File: config.mk
export PLATFORM = sky130hd
export DESIGN_NAME = fft_bin_bram_writer
export DESIGN_NICKNAME = d
export VERILOG_FILES = /design/src/rtl/fft_bram_pkg.sv /design/src/rtl/fft_beat_unpacker.sv /design/src/rtl/fft_bin_bram_writer.sv
export SDC_FILE = /design/constraint.sdc
export NUM_CORES = 1
export LEC_CHECK = 0
export CAP_MARGIN = 20
export CORE_MARGIN = 4
export CORE_UTILIZATION = 26
export CTS_CLUSTER_SIZE = 28
export DETAILED_ROUTE_END_ITERATION = 16
export SYNTH_ARGS = -nofsm -noshare
export SYNTH_HDL_FRONTEND = slang
export SYNTH_SLANG_ARGS = --single-unit
File: constraint.sdc
create_clock -name clk -period 2.75 [get_ports clk]
set_clock_uncertainty 0.15 [all_clocks]
set_input_delay 0.4125 -clock clk [delete_from_list [all_inputs] [get_ports clk]]
set_output_delay 0.4125 -clock clk [all_outputs]
set_load 0.02 [all_outputs]
File: src/rtl/fft_bram_pkg.sv
// Shared types and constants for the FFT bin to BRAM writer.
// Latency: n/a (types and helper function only).
// Backpressure: n/a.
package fft_bram_pkg;

  // Controller states
  typedef enum logic [1:0] {
    IDLE       = 2'd0,
    UNPACK     = 2'd1,
    WAIT_START = 2'd2
  } state_e;

  // Default configuration: 8 channels of 24-bit complex samples into 32-bit words
  localparam int DEF_NUM_CH    = 8;
  localparam int DEF_SAMPLE_W  = 24;
  localparam int DEF_OUT_W     = 32;
  localparam int DEF_FFT_LEN   = 256;
  localparam int DEF_ADDR_W    = 13;
  localparam int DEF_ADDR_STEP = 4;

  // Widest word the sign extender can produce
  localparam int SEXT_MAX_W = 64;

  // Replicate bit src_w-1 of val into every bit above it (result is SEXT_MAX_W wide)
  function automatic logic [SEXT_MAX_W-1:0] sign_extend(input logic [SEXT_MAX_W-1:0] val,
                                                        input int src_w);
    logic [SEXT_MAX_W-1:0] res;
    res = '0;
    for (int i = 0; i < SEXT_MAX_W; i++) begin
      res[i] = (i < src_w) ? val[i] : val[src_w-1];
    end
    return res;
  endfunction

endpackage

File: src/rtl/fft_beat_unpacker.sv
// Holds one accepted multi-channel beat and emits the sign-extended re/im of a selected channel.
// Latency: combinational from sel_i; beat register loads on load_i (channel 0 bypasses from beat_i).
// Backpressure: none; the parent only asserts load_i on an accepted beat.
module fft_beat_unpacker
  import fft_bram_pkg::*;
#(
  parameter int NUM_CH   = DEF_NUM_CH,
  parameter int SAMPLE_W = DEF_SAMPLE_W,
  parameter int OUT_W    = DEF_OUT_W,
  parameter int CH_W     = (NUM_CH > 1) ? $clog2(NUM_CH) : 1
) (
  input  logic                         clk,
  input  logic                         rst_n,
  input  logic                         load_i,
  input  logic [NUM_CH*2*SAMPLE_W-1:0] beat_i,
  input  logic [CH_W-1:0]              sel_i,
  output logic [OUT_W-1:0]             re_o,
  output logic [OUT_W-1:0]             im_o
);

  localparam int BEAT_W = NUM_CH * 2 * SAMPLE_W;

  logic [BEAT_W-1:0]   beat_q;
  logic [BEAT_W-1:0]   beat_d;
  logic [BEAT_W-1:0]   src;
  logic [SAMPLE_W-1:0] re_raw;
  logic [SAMPLE_W-1:0] im_raw;

  // Capture the beat on acceptance, otherwise hold it for the remaining channels
  always_comb begin
    beat_d = load_i ? beat_i : beat_q;
  end

  // Beat storage
  always_ff @(posedge clk or negedge rst_n) begin
    if (!rst_n) begin
      beat_q <= '0;
    end else begin
      beat_q <= beat_d;
    end
  end

  // Channel mux: on the accept cycle read the live beat so channel 0 can be written immediately
  always_comb begin
    src    = load_i ? beat_i : beat_q;
    re_raw = src[int'(sel_i)*2*SAMPLE_W +: SAMPLE_W];
    im_raw = src[int'(sel_i)*2*SAMPLE_W + SAMPLE_W +: SAMPLE_W];
    re_o   = OUT_W'(sign_extend(SEXT_MAX_W'(re_raw), SAMPLE_W));
    im_o   = OUT_W'(sign_extend(SEXT_MAX_W'(im_raw), SAMPLE_W));
  end

endmodule

File: src/rtl/fft_bin_bram_writer.sv
// Serialises one AXI-Stream FFT bin beat (NUM_CH complex samples) into NUM_CH BRAM writes; optional ping-pong banks via FFT_BIN_BRAM_PINGPONG_EN.
// Latency: writes appear 1..NUM_CH cycles after accept; finish pulses one cycle after the last write of a frame.
// Backpressure: tready only in IDLE (one beat per NUM_CH+1 cycles); after a frame it stalls until start unless ping-pong is built in.
module fft_bin_bram_writer
  import fft_bram_pkg::*;
#(
  parameter int NUM_CH    = DEF_NUM_CH,
  parameter int SAMPLE_W  = DEF_SAMPLE_W,
  parameter int OUT_W     = DEF_OUT_W,
  parameter int FFT_LEN   = DEF_FFT_LEN,
  parameter int ADDR_W    = DEF_ADDR_W,
  parameter int ADDR_STEP = DEF_ADDR_STEP
) (
  input  logic                         clk,
  input  logic                         rst_n,
  input  logic                         start,
  input  logic [NUM_CH*2*SAMPLE_W-1:0] s_axis_tdata,
  input  logic                         s_axis_tvalid,
  input  logic                         s_axis_tlast,
  output logic                         s_axis_tready,
  output logic [ADDR_W-1:0]            bram_addr,
  output logic [OUT_W-1:0]             bram_din_re,
  output logic [OUT_W-1:0]             bram_din_im,
  output logic [OUT_W/8-1:0]           bram_we,
  output logic                         bram_en,
  output logic                         bram_rst,
  output logic                         bank_sel,
  output logic                         finish,
  output logic                         tlast_err
);

  localparam int CH_W  = (NUM_CH > 1) ? $clog2(NUM_CH) : 1;
  localparam int BIN_W = $clog2(FFT_LEN);
  localparam longint FRAME_BYTES = longint'(FFT_LEN) * longint'(NUM_CH) * longint'(ADDR_STEP);
`ifdef FFT_BIN_BRAM_PINGPONG_EN
  localparam longint BANK_BYTES = longint'(1) << (ADDR_W - 1);
`else
  localparam longint BANK_BYTES = longint'(1) << ADDR_W;
`endif

  // Elaboration-time parameter sanity
  if (NUM_CH < 1) begin : g_bad_num_ch
    $error("NUM_CH must be >= 1");
  end
  if (FFT_LEN < 2) begin : g_bad_fft_len
    $error("FFT_LEN must be >= 2");
  end
  if ((OUT_W < SAMPLE_W) || (OUT_W % 8 != 0) || (OUT_W > SEXT_MAX_W)) begin : g_bad_out_w
    $error("OUT_W must be >= SAMPLE_W, a multiple of 8 and <= 64");
  end
  if (FRAME_BYTES > BANK_BYTES) begin : g_bad_addr_space
    $error("frame does not fit in the BRAM address space");
  end

  state_e              state_q, state_d;
  logic [BIN_W-1:0]    bin_cnt_q, bin_cnt_d;
  logic [CH_W-1:0]     ch_cnt_q, ch_cnt_d;
  logic [ADDR_W-1:0]   bram_addr_q, bram_addr_d;
  logic [OUT_W-1:0]    din_re_q, din_re_d;
  logic [OUT_W-1:0]    din_im_q, din_im_d;
  logic                we_q, we_d;
  logic                finish_q, finish_d;
  logic                tlast_err_q, tlast_err_d;
`ifdef FFT_BIN_BRAM_PINGPONG_EN
  logic                bank_sel_q, bank_sel_d;
`endif

  logic                unp_load;
  logic [CH_W-1:0]     unp_sel;
  logic [OUT_W-1:0]    unp_re;
  logic [OUT_W-1:0]    unp_im;
  logic [CH_W-1:0]     ch_nxt;
  logic                bin_is_last;
  logic                ch_is_last;

  // Linear bin-major byte address, wrapping in ADDR_W bits
  function automatic logic [ADDR_W-1:0] wr_addr(input logic [BIN_W-1:0] bin,
                                                input logic [CH_W-1:0]  ch);
    return (ADDR_W'(bin) * ADDR_W'(NUM_CH) + ADDR_W'(ch)) * ADDR_W'(ADDR_STEP);
  endfunction

  fft_beat_unpacker #(
    .NUM_CH   (NUM_CH),
    .SAMPLE_W (SAMPLE_W),
    .OUT_W    (OUT_W),
    .CH_W     (CH_W)
  ) u_unpack (
    .clk    (clk),
    .rst_n  (rst_n),
    .load_i (unp_load),
    .beat_i (s_axis_tdata),
    .sel_i  (unp_sel),
    .re_o   (unp_re),
    .im_o   (unp_im)
  );

  assign ch_nxt      = ch_cnt_q + CH_W'(1);
  assign bin_is_last = (bin_cnt_q == BIN_W'(FFT_LEN - 1));
  assign ch_is_last  = (ch_cnt_q == CH_W'(NUM_CH - 1));

  // Next-state: accept a beat in IDLE, walk its channels in UNPACK, count bins per frame
  always_comb begin
    state_d     = state_q;
    bin_cnt_d   = bin_cnt_q;
    ch_cnt_d    = ch_cnt_q;
    bram_addr_d = bram_addr_q;
    din_re_d    = din_re_q;
    din_im_d    = din_im_q;
    we_d        = 1'b0;
    finish_d    = 1'b0;
    tlast_err_d = start ? 1'b0 : tlast_err_q;
    unp_load    = 1'b0;
    unp_sel     = '0;
`ifdef FFT_BIN_BRAM_PINGPONG_EN
    bank_sel_d  = bank_sel_q;
`endif

    case (state_q)
      IDLE: begin
        if (s_axis_tvalid) begin
          // Channel 0 is written straight from the live beat on the accept edge
          unp_load    = 1'b1;
          ch_cnt_d    = '0;
          we_d        = 1'b1;
          din_re_d    = unp_re;
          din_im_d    = unp_im;
          bram_addr_d = wr_addr(bin_cnt_q, '0);
          // Framing check; the frame length still follows the bin counter
          if (s_axis_tlast != bin_is_last) begin
            tlast_err_d = 1'b1;
          end
          state_d = UNPACK;
        end
      end

      UNPACK: begin
        if (ch_is_last) begin
          if (bin_is_last) begin
            bin_cnt_d = '0;
            finish_d  = 1'b1;
`ifdef FFT_BIN_BRAM_PINGPONG_EN
            bank_sel_d = ~bank_sel_q;
            state_d    = IDLE;
`else
            state_d    = WAIT_START;
`endif
          end else begin
            bin_cnt_d = bin_cnt_q + BIN_W'(1);
            state_d   = IDLE;
          end
        end else begin
          unp_sel     = ch_nxt;
          ch_cnt_d    = ch_nxt;
          we_d        = 1'b1;
          din_re_d    = unp_re;
          din_im_d    = unp_im;
          bram_addr_d = wr_addr(bin_cnt_q, ch_nxt);
        end
      end

      WAIT_START: begin
        if (start) begin
          state_d     = IDLE;
          bram_addr_d = '0;
        end
      end

      default: state_d = IDLE;
    endcase

`ifdef FFT_BIN_BRAM_PINGPONG_EN
    // Top address bit selects the bank currently being filled
    if (we_d) begin
      bram_addr_d[ADDR_W-1] = bank_sel_q;
    end
`endif
  end

  // State and output registers
  always_ff @(posedge clk or negedge rst_n) begin
    if (!rst_n) begin
      state_q     <= IDLE;
      bin_cnt_q   <= '0;
      ch_cnt_q    <= '0;
      bram_addr_q <= '0;
      din_re_q    <= '0;
      din_im_q    <= '0;
      we_q        <= 1'b0;
      finish_q    <= 1'b0;
      tlast_err_q <= 1'b0;
`ifdef FFT_BIN_BRAM_PINGPONG_EN
      bank_sel_q  <= 1'b0;
`endif
    end else begin
      state_q     <= state_d;
      bin_cnt_q   <= bin_cnt_d;
      ch_cnt_q    <= ch_cnt_d;
      bram_addr_q <= bram_addr_d;
      din_re_q    <= din_re_d;
      din_im_q    <= din_im_d;
      we_q        <= we_d;
      finish_q    <= finish_d;
      tlast_err_q <= tlast_err_d;
`ifdef FFT_BIN_BRAM_PINGPONG_EN
      bank_sel_q  <= bank_sel_d;
`endif
    end
  end

  assign s_axis_tready = (state_q == IDLE);
  assign bram_addr     = bram_addr_q;
  assign bram_din_re   = din_re_q;
  assign bram_din_im   = din_im_q;
  assign bram_we       = {(OUT_W/8){we_q}};
  assign bram_en       = 1'b1;
  assign bram_rst      = ~rst_n;
  assign finish        = finish_q;
  assign tlast_err     = tlast_err_q;
`ifdef FFT_BIN_BRAM_PINGPONG_EN
  assign bank_sel      = bank_sel_q;
`else
  assign bank_sel      = 1'b0;
`endif

endmodule

==> key figures <==
Place
  – Cell count after placement: 3,199
  – Final HPWL DP: 57,500 µm
  – Final weighted congestion in routability-driven placement: 0.824
  – Port Buf Inserts: 471

Synth
  – Summed instance area of the synthesized netlist: 22,900 µm²
  – Area share of the largest cell type after synthesis: 50.3%
  – Sequential share of the synthesized area: 50.3%
  – Main flop type after synthesis: sky130_fd_sc_hd__dfrtp_1
  – Per-instance average area after synthesis: 14.0 µm²
  – Fraction of synthesis flops using an asynchronous set or reset pin: 100%
  – Post-synth EDFFs: 0
  – Number of warnings issued by yosys: 0
  – #FFs+latches synth: 459
  – Ranking of synthesized cells by instance count: sky130_fd_sc_hd__dfrtp_1 (459), sky130_fd_sc_hd__mux2_2 (294), sky130_fd_sc_hd__mux4_2 (123)
  – Largest cells by area after synthesis: sky130_fd_sc_hd__dfrtp_1 (50%), sky130_fd_sc_hd__mux2_2 (14%), sky130_fd_sc_hd__mux4_2 (12%)
  – Cell type with the highest aggregate area in the netlist: sky130_fd_sc_hd__dfrtp_1
  – Gate Count Post-Synth: 1,628
  – Count of distinct cell types in the synthesized netlist: 49
  – Cell with the most instances after synthesis: sky130_fd_sc_hd__dfrtp_1

Global route
  – Initial antenna violation count: 26
  – Total routing resource utilization after global routing: 16.3%
  – Total overflow reported by the global router: 0
  – Global-route wire length before repair: 115,000 µm
  – Maximum number of pins on one net before global-route repair: 114
  – Vias in the first global route: 17.3k

Detailed routing
  – Number of DRC violations after detailed routing: 0
  – Average wire per standard cell: 23.8 µm
  – Routed via count divided by cell count: 4.95
  – Iteration-0 DRC Markers: 910
  – Detailed-route via count: 16.4k
  – Number of iterations in the first detailed-routing pass: 5
  – Detailed Route WL: 79,200 µm
  – DRT antenna net count: 0

Clocking
  – Number of H-tree levels: 2
  – Number of sinks on the clock net: 459
  – Clock transition at the registers of the reported paths: 0.06 ns
  – Number of buffers added by the clock tree synthesis step: 54
  – Clock tree from TritonCTS: done
  – Root cell of the clock tree: sky130_fd_sc_hd__clkbuf_16
  – Worst-case clock buffer depth: 3
  – Clock latency reported for the late side of the worst-skew pair: 0.60 ns

Floorplanning
  – CORE AREA: 87,000 µm²
  – Height of the chip: 304 µm
  – Row count: 108
  – Boundary pin count: 476
  – Die W: 304 µm
  – Die ar.: 92,700 µm²
  – Initial cell density of the core: 26.3%

Power and ir drop
  – Leak: 0.0135 µW
  – Total power per unit cell area: 1200 nW/µm²
  – Maximum VDD drop: 0.672 mV
  – Total power consumption of the routed design: 37,700 µW

Worst setup path
  – Kind of start point of the critical path: register
  – Dominant delay contributor by cell family on the critical path: compound AO/OA/AOI/OAI gates
  – Critical path data arrival time: 3.05 ns
  – Endpoint kind of the worst setup timing path: register
  – Slowest-stage cell, CP: sky130_fd_sc_hd__o211ai_1
  – Data required time at the worst endpoint: 3.04 ns
  – Cells traversed along the worst timing path: inv_1 > ha_4 > nand2_8 > buf_16 > buf_16 > mux2_4 > o211ai_1 > o211ai_1
  – Biggest cell delay along the critical path: 0.65 ns
  – Max FO, Critical Path: 24
  – Worst setup path class: reg -> reg
  – Number of buffers and inverters on the critical path: 3

STA
  – Max Freq: 0.362 GHz
  – Least-Margin Pin Slew: 0.775 ns
  – Normalized max-slew margin: 48.1%
  – Setup TNS: -0.0182 ns
  – Worst slack on hold paths: 0.275 ns
  – RSZ-0062 raised after global routing: yes
  – Number of setup violations in the final report: 2
  – Period Utilization, post-route: 101%
  – Post-layout minimum cycle time: 2.76 ns
  – Final Hold Vio Count: 0
  – Setup WS post-layout: -0.0147 ns
  – Final-report max-slew violation count: 0

Outcome
  – Violations in the final reports: setup timing
  – Status: finished with violations

Layout
  – Post-route insts no fill: 3,321
  – Final layout net count: 2,504
  – Area growth from synthesis to layout: 37.8%
  – Layout cell share with drive strength beyond 1: 30.0%

Hold path
  – Hold Crit Class: in -> reg

Run
  – Number of maximum-capacitance constraint violations: 0
[power by group]
group	switching (µW)	leakage [µW]	total [µW]	internal, µW
clock network	2950	0.000890	7330	4380
registers	1760	0.00550	11900	10100
logic	8980	0.00712	18500	9570
[worst min-delay path, cell delays in order]
cell and delay (ns):
sky130_fd_sc_hd__clkdlybuf4s50_1 0.42, sky130_fd_sc_hd__nand3_1 0.11, sky130_fd_sc_hd__nand2_1 0.05
[metal layers]
layer | global-route usage, % | wire length (µm) | up-vias
met2 | 25.0 | 36000 | 523
li1 | - | - | 7250
met3 | 4.66 | 5530 | 116
met4 | 5.08 | 2120 | 14
met1 | 22.5 | 35400 | 8543
met5 | 0 | 86 | -
[placed cells by master (no fill, tap or decap), types with 13 or more instances in the layout]
| master | netlist | layout |
|---|---|---|
| sky130_fd_sc_hd__o221ai_1 | 21 | 21 |
| sky130_fd_sc_hd__nand2_1 | 43 | 41 |
| sky130_fd_sc_hd__mux4_2 | 123 | 123 |
| sky130_fd_sc_hd__dfrtp_1 | 459 | 459 |
| sky130_fd_sc_hd__inv_1 | 13 | 13 |
| sky130_fd_sc_hd__o2111ai_1 | 25 | 23 |
| sky130_fd_sc_hd__mux2_2 | 294 | 293 |
| sky130_fd_sc_hd__diode_2 | 0 | 18 |
| sky130_fd_sc_hd__buf_12 | 0 | 25 |
| sky130_fd_sc_hd__a22oi_1 | 24 | 23 |
| sky130_fd_sc_hd__a221o_1 | 25 | 25 |
| sky130_fd_sc_hd__clkbuf_16 | 0 | 58 |
| sky130_fd_sc_hd__clkdlybuf4s50_1 | 0 | 468 |
| sky130_fd_sc_hd__o211ai_1 | 53 | 53 |
| sky130_fd_sc_hd__and3_1 | 92 | 92 |
| sky130_fd_sc_hd__mux2i_1 | 48 | 43 |
| sky130_fd_sc_hd__nand3_1 | 15 | 14 |
| sky130_fd_sc_hd__buf_4 | 54 | 80 |
| sky130_fd_sc_hd__a21o_1 | 90 | 90 |
| sky130_fd_sc_hd__a211o_1 | 65 | 65 |
[repair_timing]
action | CTS | global route
hold buffers | 1 | 0
gates resized for setup | 14 | 9
hold endpoints to repair | 193 | 0
buffers inserted | 0 | 1
pin swaps | 1 | 5
setup endpoints to repair | 8 | 19
gates cloned | 2 | 4
[metrics by stage]
step / area, µm² / util (%) / setup slack [ns]
floorplan: 22900 / - / 0.306
global placement: 29300 / 33.7 / -0.309
detailed placement: 29300 / 33.7 / -0.341
CTS: 31300 / 36.0 / 0.0203
global route: 31500 / 36.2 / -0.0359
finish: 31500 / 36.2 / -0.0147
[registers in the layout (all words and copies together), names as in the netlist]
name             flops
bram_addr           11
finish               1
we_q                 1
ch_cnt_q             3
state_q              2
tlast_err            1
u_unpack.beat_q    384
bram_din_re         24
bram_din_im         24
bin_cnt_q            8
[area by class of cell]
| type | instances | area, µm² |
|---|---|---|
| antenna | 18 | 45.0 |
| clock buffer | 77 | 1550 |
| clock inverter | 19 | 260 |
| fill | 8336 | 55500 |
| inverter | 13 | 48.8 |
| multi-input combinational | 990 | 10500 |
| sequential | 459 | 11500 |
| tap | 1155 | 1450 |
| timing repair buffer | 590 | 6150 |
[kinds of logic (layout without fill, tap and decap cells)]
| logic type | count (synthesis) | in the layout | synth area share (%) |
|---|---|---|---|
| AOI/OAI and AO/OA | 326 | 326 | 11.5 |
| xor gates and xnor gates | 6 | 6 | 0.230 |
| muxes | 465 | 465 | 28.7 |
| other | 2 | 22 | 0.0329 |
| DFF | 459 | 459 | 50.3 |
| buffers and inverters | 181 | 699 | 4.32 |
| adders and majority gates | 7 | 7 | 0.383 |
| and+or+nand+nor | 182 | 182 | 4.56 |
[path summary, 6_finish.rpt]
path	startpoint	endpoint	slack, ns	cells past startpoint
min in group asynchronous	rst_n	u_unpack.beat_q[152]	0.39	3
hold reg to reg	u_unpack.beat_q[349]	u_unpack.beat_q[349]	0.33	1
setup / recovery	state_q[1]	bram_din_re[21]	-0.01	8
max in group asynchronous	rst_n	state_q[0]	1.08	4
setup reg to reg	state_q[1]	bram_din_re[21]	-0.01	8
hold / removal	s_axis_tdata[18]	u_unpack.beat_q[18]	0.28	3
Note: power is estimated with default switching activity, not from simulation.
